## config.mk

```make
export PLATFORM = sky130hd
export DESIGN_NAME = bus_reg_select_flat
export DESIGN_NICKNAME = d
export VERILOG_FILES = /design/src/rtl/bus_reg_select_pkg.sv /design/src/rtl/bus_reg_select_if.sv /design/src/rtl/bus_reg_select_reg_file_16x32.sv /design/src/rtl/bus_reg_select.sv /design/src/flat_wrapper.sv
export SDC_FILE = /design/constraint.sdc
export NUM_CORES = 1
export LEC_CHECK = 0
export ABC_AREA = 1
export CORE_MARGIN = 2
export CORE_UTILIZATION = 51
export CTS_BUF_LIST = sky130_fd_sc_hd__clkbuf_8
export CTS_CLUSTER_SIZE = 30
export DETAILED_ROUTE_END_ITERATION = 10
export DONT_BUFFER_PORTS = 1
export PLACE_DENSITY = 0.63
export SYNTH_ARGS = -nofsm -noshare
export SYNTH_HDL_FRONTEND = slang
export SYNTH_SLANG_ARGS = --single-unit
```

## constraint.sdc

```tcl
create_clock -name clk -period 18.5 [get_ports clk]
set_clock_uncertainty 0.1 [all_clocks]
set_input_delay 1.85 -clock clk [delete_from_list [all_inputs] [get_ports clk]]
set_output_delay 1.85 -clock clk [all_outputs]
set_load 0.02 [all_outputs]
```

## src/rtl/bus_reg_select_pkg.sv

```systemverilog
// Shared widths, IR field positions and the register one-hot decode for the
// bus receive / register select block.
package bus_reg_select_pkg;

    localparam int DATA_W   = 32;
    localparam int NUM_REGS = 16;
    localparam int IDX_W    = 4;
    localparam int C_W      = 19;
    localparam int OPC_W    = 5;

    localparam int OPC_MSB = 31;
    localparam int RA_MSB  = 26;
    localparam int RB_MSB  = 22;
    localparam int RC_MSB  = 18;
    localparam int C_MSB   = 18;

    function automatic logic [NUM_REGS-1:0] onehot16(input logic [IDX_W-1:0] idx);
        onehot16      = '0;
        onehot16[idx] = 1'b1;
    endfunction

endpackage

```

## src/rtl/bus_reg_select_if.sv

```systemverilog
// Control/data bundle between the control unit / bus mux and bus_reg_select.
interface bus_reg_select_if
    import bus_reg_select_pkg::*;
();

    logic [DATA_W-1:0]   BusMuxOut;
    logic                IRin;
    logic                Gra;
    logic                Grb;
    logic                Grc;
    logic                Rin;
    logic                Rout;
    logic                BAout;
    logic [DATA_W-1:0]   IR;
    logic [OPC_W-1:0]    opcode;
    logic [NUM_REGS-1:0] Rout_en;
    logic [DATA_W-1:0]   RegData;
    logic [DATA_W-1:0]   C_sign_extended;
    logic                sel_err;

    modport master (
        output BusMuxOut, IRin, Gra, Grb, Grc, Rin, Rout, BAout,
        input  IR, opcode, Rout_en, RegData, C_sign_extended, sel_err
    );

    modport slave (
        input  BusMuxOut, IRin, Gra, Grb, Grc, Rin, Rout, BAout,
        output IR, opcode, Rout_en, RegData, C_sign_extended, sel_err
    );

endinterface

```

## src/rtl/bus_reg_select_reg_file_16x32.sv

```systemverilog
// 16 x 32 general register file: one indexed write port, one combinational
// read port on the same index, contents cleared asynchronously by clr.
module reg_file_16x32
    import bus_reg_select_pkg::*;
(
    input  logic              clk,
    input  logic              clr,
    input  logic              wr_en,
    input  logic [IDX_W-1:0]  idx,
    input  logic [DATA_W-1:0] wr_data,
    output logic [DATA_W-1:0] rd_data
);

    logic [DATA_W-1:0]   regs_reg [NUM_REGS];
    logic [NUM_REGS-1:0] wr_sel;

    assign wr_sel = wr_en ? onehot16(idx) : '0;

    always_ff @(posedge clk or posedge clr) begin
        if (clr) begin
            for (int i = 0; i < NUM_REGS; i++) regs_reg[i] <= '0;
        end else begin
            for (int i = 0; i < NUM_REGS; i++) begin
                if (wr_sel[i]) regs_reg[i] <= wr_data;
            end
        end
    end

    // Old value is visible during the write cycle; no write-through.
    assign rd_data = regs_reg[idx];

endmodule

```

## src/rtl/bus_reg_select.sv

```systemverilog
// Bus receive end: IR capture, Gra/Grb/Grc register select, register file
// access, out-enable decode, sign-extended constant and sticky select error.
module bus_reg_select
    import bus_reg_select_pkg::*;
(
    input  logic            clk,
    input  logic            clr,
    bus_reg_select_if.slave bus
);

    logic [DATA_W-1:0] ir_reg;
    logic              sel_err_reg;
    logic              sel_err_next;
    logic [IDX_W-1:0]  ra;
    logic [IDX_W-1:0]  rb;
    logic [IDX_W-1:0]  rc;
    logic [IDX_W-1:0]  sel;
    logic              any_g;
    logic              multi_g;
    logic              wr_en;
    logic [DATA_W-1:0] rd_data;

    assign ra = ir_reg[RA_MSB -: IDX_W];
    assign rb = ir_reg[RB_MSB -: IDX_W];
    assign rc = ir_reg[RC_MSB -: IDX_W];

    always_comb begin
        sel = '0;
        if (bus.Gra)      sel = ra;
        else if (bus.Grb) sel = rb;
        else if (bus.Grc) sel = rc;
    end

    assign any_g   = bus.Gra | bus.Grb | bus.Grc;
    assign multi_g = (bus.Gra & bus.Grb) | (bus.Gra & bus.Grc) | (bus.Grb & bus.Grc);
    assign wr_en   = bus.Rin & any_g;

    // Flag is informational only; the priority-selected write still happens.
    assign sel_err_next = sel_err_reg | multi_g | (bus.Rin & ~any_g);

    always_ff @(posedge clk or posedge clr) begin
        if (clr) begin
            ir_reg      <= '0;
            sel_err_reg <= 1'b0;
        end else begin
            if (bus.IRin) ir_reg <= bus.BusMuxOut;
            sel_err_reg <= sel_err_next;
        end
    end

    reg_file_16x32 u_reg_file (
        .clk     (clk),
        .clr     (clr),
        .wr_en   (wr_en),
        .idx     (sel),
        .wr_data (bus.BusMuxOut),
        .rd_data (rd_data)
    );

    assign bus.IR              = ir_reg;
    assign bus.opcode          = ir_reg[OPC_MSB -: OPC_W];
    assign bus.Rout_en         = (bus.Rout | bus.BAout) ? onehot16(sel) : '0;
    // R0 used as a base address reads as zero.
    assign bus.RegData         = (bus.BAout && sel == '0) ? '0 : rd_data;
    assign bus.C_sign_extended = {{(DATA_W-C_W){ir_reg[C_MSB]}}, ir_reg[C_MSB:0]};
    assign bus.sel_err         = sel_err_reg;

endmodule
```

## src/flat_wrapper.sv

```systemverilog
// flat-port wrapper written by rule: the top's interface ports become plain ports
module bus_reg_select_flat import bus_reg_select_pkg::*;
  (clk, clr, bus_BusMuxOut, bus_IRin, bus_Gra, bus_Grb, bus_Grc, bus_Rin, bus_Rout, bus_BAout, bus_IR, bus_opcode, bus_Rout_en, bus_RegData, bus_C_sign_extended, bus_sel_err);
  bus_reg_select_if bus_i ();
  input  logic clk;
  input  logic clr;
  input wire logic [$bits(bus_i.BusMuxOut)-1:0] bus_BusMuxOut;
  input wire logic [$bits(bus_i.IRin)-1:0] bus_IRin;
  input wire logic [$bits(bus_i.Gra)-1:0] bus_Gra;
  input wire logic [$bits(bus_i.Grb)-1:0] bus_Grb;
  input wire logic [$bits(bus_i.Grc)-1:0] bus_Grc;
  input wire logic [$bits(bus_i.Rin)-1:0] bus_Rin;
  input wire logic [$bits(bus_i.Rout)-1:0] bus_Rout;
  input wire logic [$bits(bus_i.BAout)-1:0] bus_BAout;
  output wire logic [$bits(bus_i.IR)-1:0] bus_IR;
  output wire logic [$bits(bus_i.opcode)-1:0] bus_opcode;
  output wire logic [$bits(bus_i.Rout_en)-1:0] bus_Rout_en;
  output wire logic [$bits(bus_i.RegData)-1:0] bus_RegData;
  output wire logic [$bits(bus_i.C_sign_extended)-1:0] bus_C_sign_extended;
  output wire logic [$bits(bus_i.sel_err)-1:0] bus_sel_err;
  assign bus_i.BusMuxOut = bus_BusMuxOut;
  assign bus_i.IRin = bus_IRin;
  assign bus_i.Gra = bus_Gra;
  assign bus_i.Grb = bus_Grb;
  assign bus_i.Grc = bus_Grc;
  assign bus_i.Rin = bus_Rin;
  assign bus_i.Rout = bus_Rout;
  assign bus_i.BAout = bus_BAout;
  assign bus_IR = bus_i.IR;
  assign bus_opcode = bus_i.opcode;
  assign bus_Rout_en = bus_i.Rout_en;
  assign bus_RegData = bus_i.RegData;
  assign bus_C_sign_extended = bus_i.C_sign_extended;
  assign bus_sel_err = bus_i.sel_err;
  bus_reg_select u_core (.clk(clk), .clr(clr), .bus(bus_i));
endmodule
```

### Yosys cells after proc, flatten, opt, wreduce, memory -nomap -nowiden

Cells that the tools add are included.

| storage, ports and cells | value |
|---|---|
| bits of input ports | 41 |
| output and inout port bits | 118 |
| register bits after elaboration | 545 |

| operators by class | value |
|---|---|
| order comparisons | 3 |
| bitwise operators | 14 |
| reduce and logical (&&, ||, !) cells | 3 |
| multiplexer cells | 11 |

Operators with widths:

| kind | count |
|---|---|
| $bmux W32 S4 | 1 |
| $mux W32 | 3 |
| $mux W16 | 2 |
| $mux W4 | 3 |
| $or A1 B1 Y1 | 7 |
| $and A1 B1 Y1 | 5 |
| $ge A5 B5 Y1 const B | 1 |
| $lt A4 B5 Y1 const B | 1 |
| $not A4 Y5 | 1 |
| $demux W1 S4 | 1 |
| $ge A4 B1 Y1 const B | 1 |
| $logic_not A4 Y1 | 1 |
| $logic_and A1 B1 Y1 | 2 |
| $mux W1 | 1 |
| $not A1 Y1 | 1 |

### Depth between registers and ports, before layout

Gate-level depths: netlist of the first run.

| logic depth | value |
|---|---|
| depth after elaboration | 8 |
| gate-level depth with buffers | 14 |
| gate-level depth less buffers | 12 |

### Modules after synthesis

A second synthesis of the first run with hierarchy kept.

| second synthesis, totals | value |
|---|---|
| cell total of the unflattened synthesis | 3509 |
| area total of the unflattened synthesis | 26055.0 µm² |

Modules (own cells, without submodules):

| module | cells an instance | times used | seq. area each (µm²) | area an instance (µm²) |
|---|---|---|---|---|
| reg_file_16x32 | 3267 | 1 | 12812.3 | 23912.9 |
| bus_reg_select | 242 | 1 | 825.8 | 2142.1 |

### Worst setup path after synthesis of the first run

No wires, ideal clock.

| path | value |
|---|---|
| path type | input-to-output |
| from | input bus_Grb |
| to | output bus_Rout_en[11] |
| required time | 16.550 ns |
| arrival time | 3.552 ns |
| setup slack | 12.998 ns |
| cell stages on the path | 10 |
| buffers on the path | 3 |
| path through | buf_6 > inv_2 > nand3_1 > nand2_1 > o21ai_4 > nor2_4 > buf_4 > buf_2 > inv_1 > nor3_1 |

| between the ends | value |
|---|---|
| word-level cells in the longest chain between the ends | 7 |

Ends and longest elaborated chain:

| item | RTL line | text |
|---|---|---|
| from (decl) | flat_wrapper.sv:10 | `input wire logic [$bits(bus_i.Grb)-1:0] bus_Grb;` |
| $mux W4 (*) | bus_reg_select.sv:30 | `else if (bus.Grb) sel = rb;` |
| $mux W4 (*) | bus_reg_select.sv:29 | `if (bus.Gra) sel = ra;` |
| $lt A4 B5 Y1 (implied by the code) / $ge A4 B1 Y1 (equally long branches) | bus_reg_select_pkg.sv:19 | `onehot16[idx] = 1'b1;` |
| $logic_and A1 B1 Y1 (implied by the code) | bus_reg_select_pkg.sv:19 |  |
| $mux W1 (implied by the code) | bus_reg_select_pkg.sv:19 |  |
| $demux W1 S4 (*) | - |  |
| $mux W16 (*) | bus_reg_select.sv:62 | `assign bus.Rout_en = (bus.Rout \| bus.BAout) ? onehot16(sel) : '0;` |
| to (decl) | flat_wrapper.sv:17 | `output wire logic [$bits(bus_i.Rout_en)-1:0] bus_Rout_en;` |

Every way passes the cells marked *; elsewhere a longest branch is shown, timed or not.

### Final worst setup path of the first run

| path | value |
|---|---|
| from | input bus_Grb |
| to | output bus_RegData[15] |

| between the ends | value |
|---|---|
| word-level cells in the longest chain between the ends | 7 |

Ends and longest elaborated chain:

| item | RTL line | text |
|---|---|---|
| $mux W4 (*) | bus_reg_select.sv:30 |  |
| $mux W4 (*) | bus_reg_select.sv:29 |  |
| $not A4 Y5 (implied by the code) | bus_reg_select_reg_file_16x32.sv:30 | `assign rd_data = regs_reg[idx];` |
| $bmux W32 S4 | bus_reg_select_reg_file_16x32.sv:30 |  |
| $mux W32 (implied by the code) (2 in a row) | bus_reg_select_reg_file_16x32.sv:30 |  |
| $mux W32 (*) | bus_reg_select.sv:64 | `assign bus.RegData = (bus.BAout && sel == '0) ? '0 : rd_data;` |
| to (decl) | flat_wrapper.sv:18 | `output wire logic [$bits(bus_i.RegData)-1:0] bus_RegData;` |

Every way passes the cells marked *; elsewhere a longest branch is shown, timed or not. The select of a mux whose other input is x is not followed.

==> metrics.md, run 1 <==
| Metric | Value |
|---|---|
| Port buffer count | `0` |
| Vias per inst | `roughly 5.3` |
| Setup bufs post-CTS | `0` |
| First-pass GRT wire length | `between 100000 and 150000 um` |
| CTS tree | `built` |
| CP endpoint kind | `output port` |
| CTS HTree Levels | `3` |
| Setup TNS | `0 ns` |
| Post-synthesis net count | `about 3500` |
| PD cells | `140 mW/mm^2` |
| Largest family of logic cells by synthesized area | `simple AND/OR/NAND/NOR gates` |
| CTS buffer count | `between 90 and 100` |
| Post-route minimum period | `~7.6 ns` |
| Die W | `231 um` |
| Drt first-iter violations | `around 2000` |
| All-Layer GR Usage | `0.294` |
| Final non-filler cell total | `between 4000 and 5000` |
| Clock-pin slew on the worst setup and hold paths | `0.06 ns` |
| Path depth of the worst reg2reg path | `9` |
| Hold_buf cts | `0` |
| Peak VDD IR | `around 0.065 mV` |
| Max Fclk | `between 100 and 150 MHz` |
| Commonest non-fill, non-tap cells in the layout | `nand2_1, o21ai_0, dfrtp_1, inv_1, nor2_1` |
| Critical Path AT | `approximately 5.6 ns` |
| Crit. Startpoint | `bus_Grb` |
| Mux contribution to synthesized area | `0` |
| Largest area contributor in the netlist | `dfrtp_1` |
| Die height | `231 um` |
| DRT Pass-1 Iters | `5` |
| Required @ worst endpoint | `16.55 ns` |
| Area share of the largest cell type after synthesis | `0.518` |
| Placer Congestion | `~0.83` |
| Post-synthesis simple-gate area fraction | `0.249` |
| Max Slew Vio Count | `0` |
| #FFs+latches synth | `around 550` |
| Hold path depth | `2` |
| Critical path startpoint category | `primary input` |
| Post-synth cell types | `31` |
| Worst R2R Setup Slack | `roughly 14 ns` |
| Share of layout cells above drive strength 1 | `0.0589` |
| Compound-Gate Fraction of Synth Area | `0.134` |
| YS warnings | `0` |
| DR WL/cell | `roughly 19 um` |
| CTS root buffer | `clkbuf_8` |
| Clock buffer depth | `3` |
| Commonest non-fill, non-tap cell in the layout | `nand2_1` |
| Synth area leaders | `dfrtp_1, nand2_1, o21ai_0` |
| Max-Cap Viols | `0` |
| Post-synthesis sequential area ratio | `0.518` |
| Core area | `between 0.05 and 0.06 sq mm` |
| Status | `finished, final reports clean` |
| Post-synthesis cell area | `between 0.02 and 0.03 sq mm` |
| Placement Setup Slack | `10.93 ns` |
| Final worst-path cycle share | `0.410` |
| DRT Wirelength | `~77000 um` |
| Dpl cells | `between 3000 and 4000` |
| Adder-Cell Fraction of Synth Area | `0` |
| Initial antenna violation count | `9` |
| Synth Area in XOR/XNOR | `0` |
| WS Path Type | `primary input to output port` |
| GRT overflow | `0` |
| Vias in the first global route | `between 20000 and 25000` |
| Largest net degree at the start of global routing | `~170` |
| Clk sinks | `approximately 550` |
| Post-Synthesis Cells | `approximately 3500` |
| # nets final | `between 3000 and 4000` |
| HPWL after DPL | `between 40000 and 50000 um` |
| Area Overhead vs Synth | `6.65%` |
| Hold Crit Start | `u_core.u_reg_file.regs_reg[449]` |
| Detail Route Antenna Nets | `0` |
| # resized after CTS | `0` |
| Placement Rows | `83` |
| Final hold violations | `0` |
| Critical path fanouts, max | `around 130` |
| Clk_lat worst skew | `roughly 0.67 ns` |
| Worst R2R Start | `u_core.bus.IR[15]` |
| Max reg flops | `around 510` |
| Worst Hold Slack | `0.375 ns` |
| Finished Core Util | `0.549` |
| RSZ-0062 raised after global routing | `false` |
| Post-route setup slack | `10.92 ns` |
| Drt drc | `0` |
| Slew @ Worst Pin | `1.15 ns` |
| Syn_area_per_cell | `about 7.5 sq um` |
| HP Class | `register to register` |
| Die footprint | `~0.053 sq mm` |
| Setup Viol. Count Final | `0` |
| Leak pwr | `roughly 0.015 uW` |
| Relative slew slack | `0.230` |
| IO Count | `159` |
| DR vias | `~22000` |
| Initial Util | `0.514` |
power by group:
group | leakage, uW | internal, uW | switching [uW] | total (uW)
clock | 0.00111 | 608 | 496 | 1100
combinational | 0.00656 | 348 | 614 | 962
sequential | 0.00689 | 1620 | 245 | 1860
total | 0.0146 | 2570 | 1350 | 3930
routing by layer:
metal	GRT usage	vias to the layer above	part of all wire
met5	0	-	0
met3	0.0498	168	0.057
met1	0.386	10500	0.43
met4	0.107	0	0.029
li1	-	10500	-
met2	0.490	664	0.48
cell families (layout without fill, tap and decap cells):
| group | count (synthesis) | count (layout) |
|---|---|---|
| AO/OA/AOI/OAI | 694 | 694 |
| buffers and inverters | 623 | 543 |
| flip-flops | 545 | 545 |
| other | 0 | 7 |
| AND/OR/NAND/NOR | 1632 | 1632 |
worst max-delay path, cell delays in order:
cell     delay, ns
a21oi_1       0.10
nand2_1       0.26
nand2_8       0.69
buf_4         0.84
buf_4         0.81
o21ai_0       0.16
nand2_1       0.10
nand2_1       0.06
nand2_1       0.05
nand3_1       0.09
nor2_1        0.57
path summary, 6_finish.rpt:
kind,to
worst min register to register,u_core.u_reg_file.regs_reg[449]
min in group asynchronous,u_core.u_reg_file.regs_reg[38]
worst max register to register,u_core.u_reg_file.regs_reg[24]
worst max-delay path,bus_RegData[15]
max in group asynchronous,u_core.bus.IR[18]
worst min-delay path,u_core.u_reg_file.regs_reg[449]
layout make-up:
cell class / count / area [sq um]
clock buffers: 124 / 1710
flip-flops and latches: 545 / 13600
clock inverters: 41 / 191
fillers: 4883 / 23100
well taps: 680 / 851
multi-input cells: 2326 / 10100
inverters: 352 / 1330
repair buffers: 26 / 220
diodes: 7 / 17.5
cell usage after synthesis, drive strengths merged:
cell and n:
nand2 1345, o21ai 656, dfrtp 545, inv 352, nor2 172, clkbuf 145, buf 126, nand3 90
a21oi 34, nor3 15, nand3b 6, nand4 4, a31oi 2, a21boi 1, o211ai 1
stage by stage:
stage / area [sq um] / total power, uW
3_3_place_gp: 26200 / 2790
4_1_cts: 28100 / 3940
5_1_grt: 28100 / 4220
6_report: 28100 / 3930
3_5_place_dp: 26200 / 2830
2_1_floorplan: 26300 / 2600
Power figures use the tool's default switching activity.
==> run 2, diff against run 1 <==
==> constraint.sdc (replaced) <==
create_clock -name clk -period 7.7 [get_ports clk]
set_clock_uncertainty 0.1 [all_clocks]
set_input_delay 0.77 -clock clk [delete_from_list [all_inputs] [get_ports clk]]
set_output_delay 0.77 -clock clk [all_outputs]
set_load 0.02 [all_outputs]
==> run 2 against run 1 <==
Compared with the run above:
- worst hold slack got worse by 0.31 ns
- critical path depth shrank 1
- count of clock-buffer cells in the layout is 5 lower
- total power rose by 140%
- wire length increased by 0.88%
- cell count about the same
- flip-flop and latch count did not move
- via count increased by 0.44%
- largest cell class unchanged
==> metrics.md, run 2 (synthesis gave the netlist of run 1 again) <==
| Metric | Value |
|---|---|
| Status | `finished, final reports clean` |
| Critical path's most frequent cell | `nand2_1` |
| Crit-path max cell delay | `between 0.6 and 0.7 ns` |
| Slowest CP cell | `buf_12` |
| Drt first-iter violations | `a little over 2000` |
| FF+latch area | `about 0.014 sq mm` |
| Critical Path AT | `about 4.3 ns` |
| Final non-filler cell total | `4099` |
| Initial Util | `0.514` |
| PD cells | `about 330 mW/mm^2` |
| HP Class | `primary input to register` |
| Largest net degree at the start of global routing | `~220` |
| Final hold violations | `0` |
| CTS HTree Levels | `3` |
| DRT Pass-1 Iters | `5` |
| CTS buffer count | `a little over 90` |
| Placement Rows | `83` |
| GRT overflow | `0` |
| Drt drc | `0` |
| Commonest non-fill, non-tap cell in the layout | `nand2_1` |
| DRT Wirelength | `77600 um` |
| DR WL/cell | `18.9 um` |
| Clock buffer depth | `3` |
| Clk sinks | `545` |
| Placer Congestion | `about 0.80` |
| Hold path depth | `1` |
| Area Overhead vs Synth | `6.53%` |
| Peak VDD IR | `around 0.18 mV` |
| Required @ worst endpoint | `about 7 ns` |
| RSZ-0062 raised after global routing | `false` |
| HPWL after DPL | `roughly 43000 um` |
| Multi-input logic area | `0.0101 sq mm` |
| Max-Cap Viols | `0` |
| CTS tree | `built` |
| Port buffer count | `0` |
| Final worst-path cycle share | `0.665` |
| Post-route minimum period | `around 5.1 ns` |
| Critical path fanouts, max | `220` |
| Vias in the first global route | `between 20000 and 25000` |
| Setup Viol. Count Final | `0` |
| Fillers | `about 4900` |
| Leak pwr | `0.0145 uW` |
| Commonest non-fill, non-tap cells in the layout | `nand2_1, o21ai_0, dfrtp_1, inv_1, nor2_1` |
| Path depth of the worst reg2reg path | `9` |
| Vias per inst | `5.36` |
| All-Layer GR Usage | `0.297` |
| Clk_lat worst skew | `0.69 ns` |
| DR vias | `22000` |
| Die footprint | `0.0535 sq mm` |
| First-pass GRT wire length | `122000 um` |
| Slew @ Worst Pin | `approximately 1.1 ns` |
| Die W | `about 230 um` |
| CTS root buffer | `clkbuf_8` |
| IO Count | `159` |
| Relative slew slack | `0.261` |
| CP endpoint kind | `output port` |
| Core area | `0.0512 sq mm` |
| Critical path, cell by cell | `nand3_1 -> nand2_1 -> nand2_8 -> buf_12 -> o21ai_0 -> nand2_1 -> nand2_1 -> nand2_1 -> nand3_1 -> nor2_1` |
| Die height | `231 um` |
| Post-route setup slack | `between 2 and 3 ns` |
| Clock-pin slew on the worst setup and hold paths | `roughly 0.060 ns` |
| Max Fclk | `between 150 and 200 MHz` |
| Max Slew Vio Count | `0` |
| Critical path startpoint category | `register` |
| Max reg flops | `between 500 and 600` |
| Dpl cells | `3929` |
| WS Path Type | `register to output port` |
| # nets final | `around 3400` |
| Setup bufs post-CTS | `0` |
| Initial antenna violation count | `6` |
| Detail Route Antenna Nets | `0` |
| Share of layout cells above drive strength 1 | `0.0568` |
| Placement Setup Slack | `3.24 ns` |
-- run 2: cell types whose count changed in the layout (fill, tap and decap cells not counted), sizes merged --
cell	change
bufinv	-1
diode	-2
dlygate4sd3	+1
clkinvlp	+3
clkinv	-5
clkbuf	-5
inv	+7
-- run 2: layout make-up --
cell class,count,area share
Sequential cell,545,0.486
Multi-Input combinational cell,2326,0.361
Timing Repair Buffer,27,0.00954
Inverter,352,0.0474
Antenna cell,5,0.000446
Clock buffer,119,0.0584
Clock inverter,45,0.00682
Tap cell,680,0.0303
-- run 2: per-stage QoR --
| stage | cell area, sq um | util | total power [uW] | hold WS (ns) | setup TNS, ns |
|---|---|---|---|---|---|
| after global routing | 28100 | 0.548 | 10100 | 0.0191 | 0 |
| final | 28100 | 0.548 | 9350 | 0.0619 | 0 |
| after global placement | 26200 | 0.512 | 6690 | 0.358 | 0 |
| after floorplan | 26300 | - | 6250 | 0.344 | -318.23 |
| after CTS | 28000 | 0.548 | 9380 | 0.0192 | 0 |
| after detailed placement | 26200 | 0.512 | 6800 | 0.364 | 0 |
-- run 2: report_power, final --
| group | total [uW] | switching, uW | internal (uW) |
|---|---|---|---|
| Clock | 2570 | 1200 | 1380 |
| Sequential | 4460 | 573 | 3880 |
| Combinational | 2320 | 1480 | 838 |
-- run 2: what timing repair did --
action,4_1_cts,5_1_grt
gates resized for setup,0,0
hold buffers,1,0
hold endpoints to repair,4,0
-- run 2: critical path, delay by kind of cell, from the launching register on --
family,cells,cell delay [ns]
DFF,1,0.55
AOI/OAI and AO/OA,1,0.18
buffers and inverters,1,0.65
and+or+nand+nor,8,1.82
-- run 2: layer usage --
layer / part of all wire / track usage
met1: 0.43 / 0.393
met2: 0.47 / 0.479
met3: 0.068 / 0.0561
met4: 0.038 / 0.125
met5: 0 / 0
-- run 2: path summary, 6_finish.rpt --
kind / startpoint / endpoint / slack [ns]
setup / recovery: u_core.bus.IR[15] / bus_RegData[11] / 2.58
hold / removal: bus_IRin / u_core.bus.IR[27] / 0.06
setup reg to reg: u_core.bus.IR[15] / u_core.u_reg_file.regs_reg[19] / 3.37
hold reg to reg: u_core.u_reg_file.regs_reg[265] / u_core.u_reg_file.regs_reg[265] / 0.38
max in group asynchronous: clr / u_core.bus.IR[18] / 5.14
min in group asynchronous: clr / u_core.u_reg_file.regs_reg[505] / 0.36
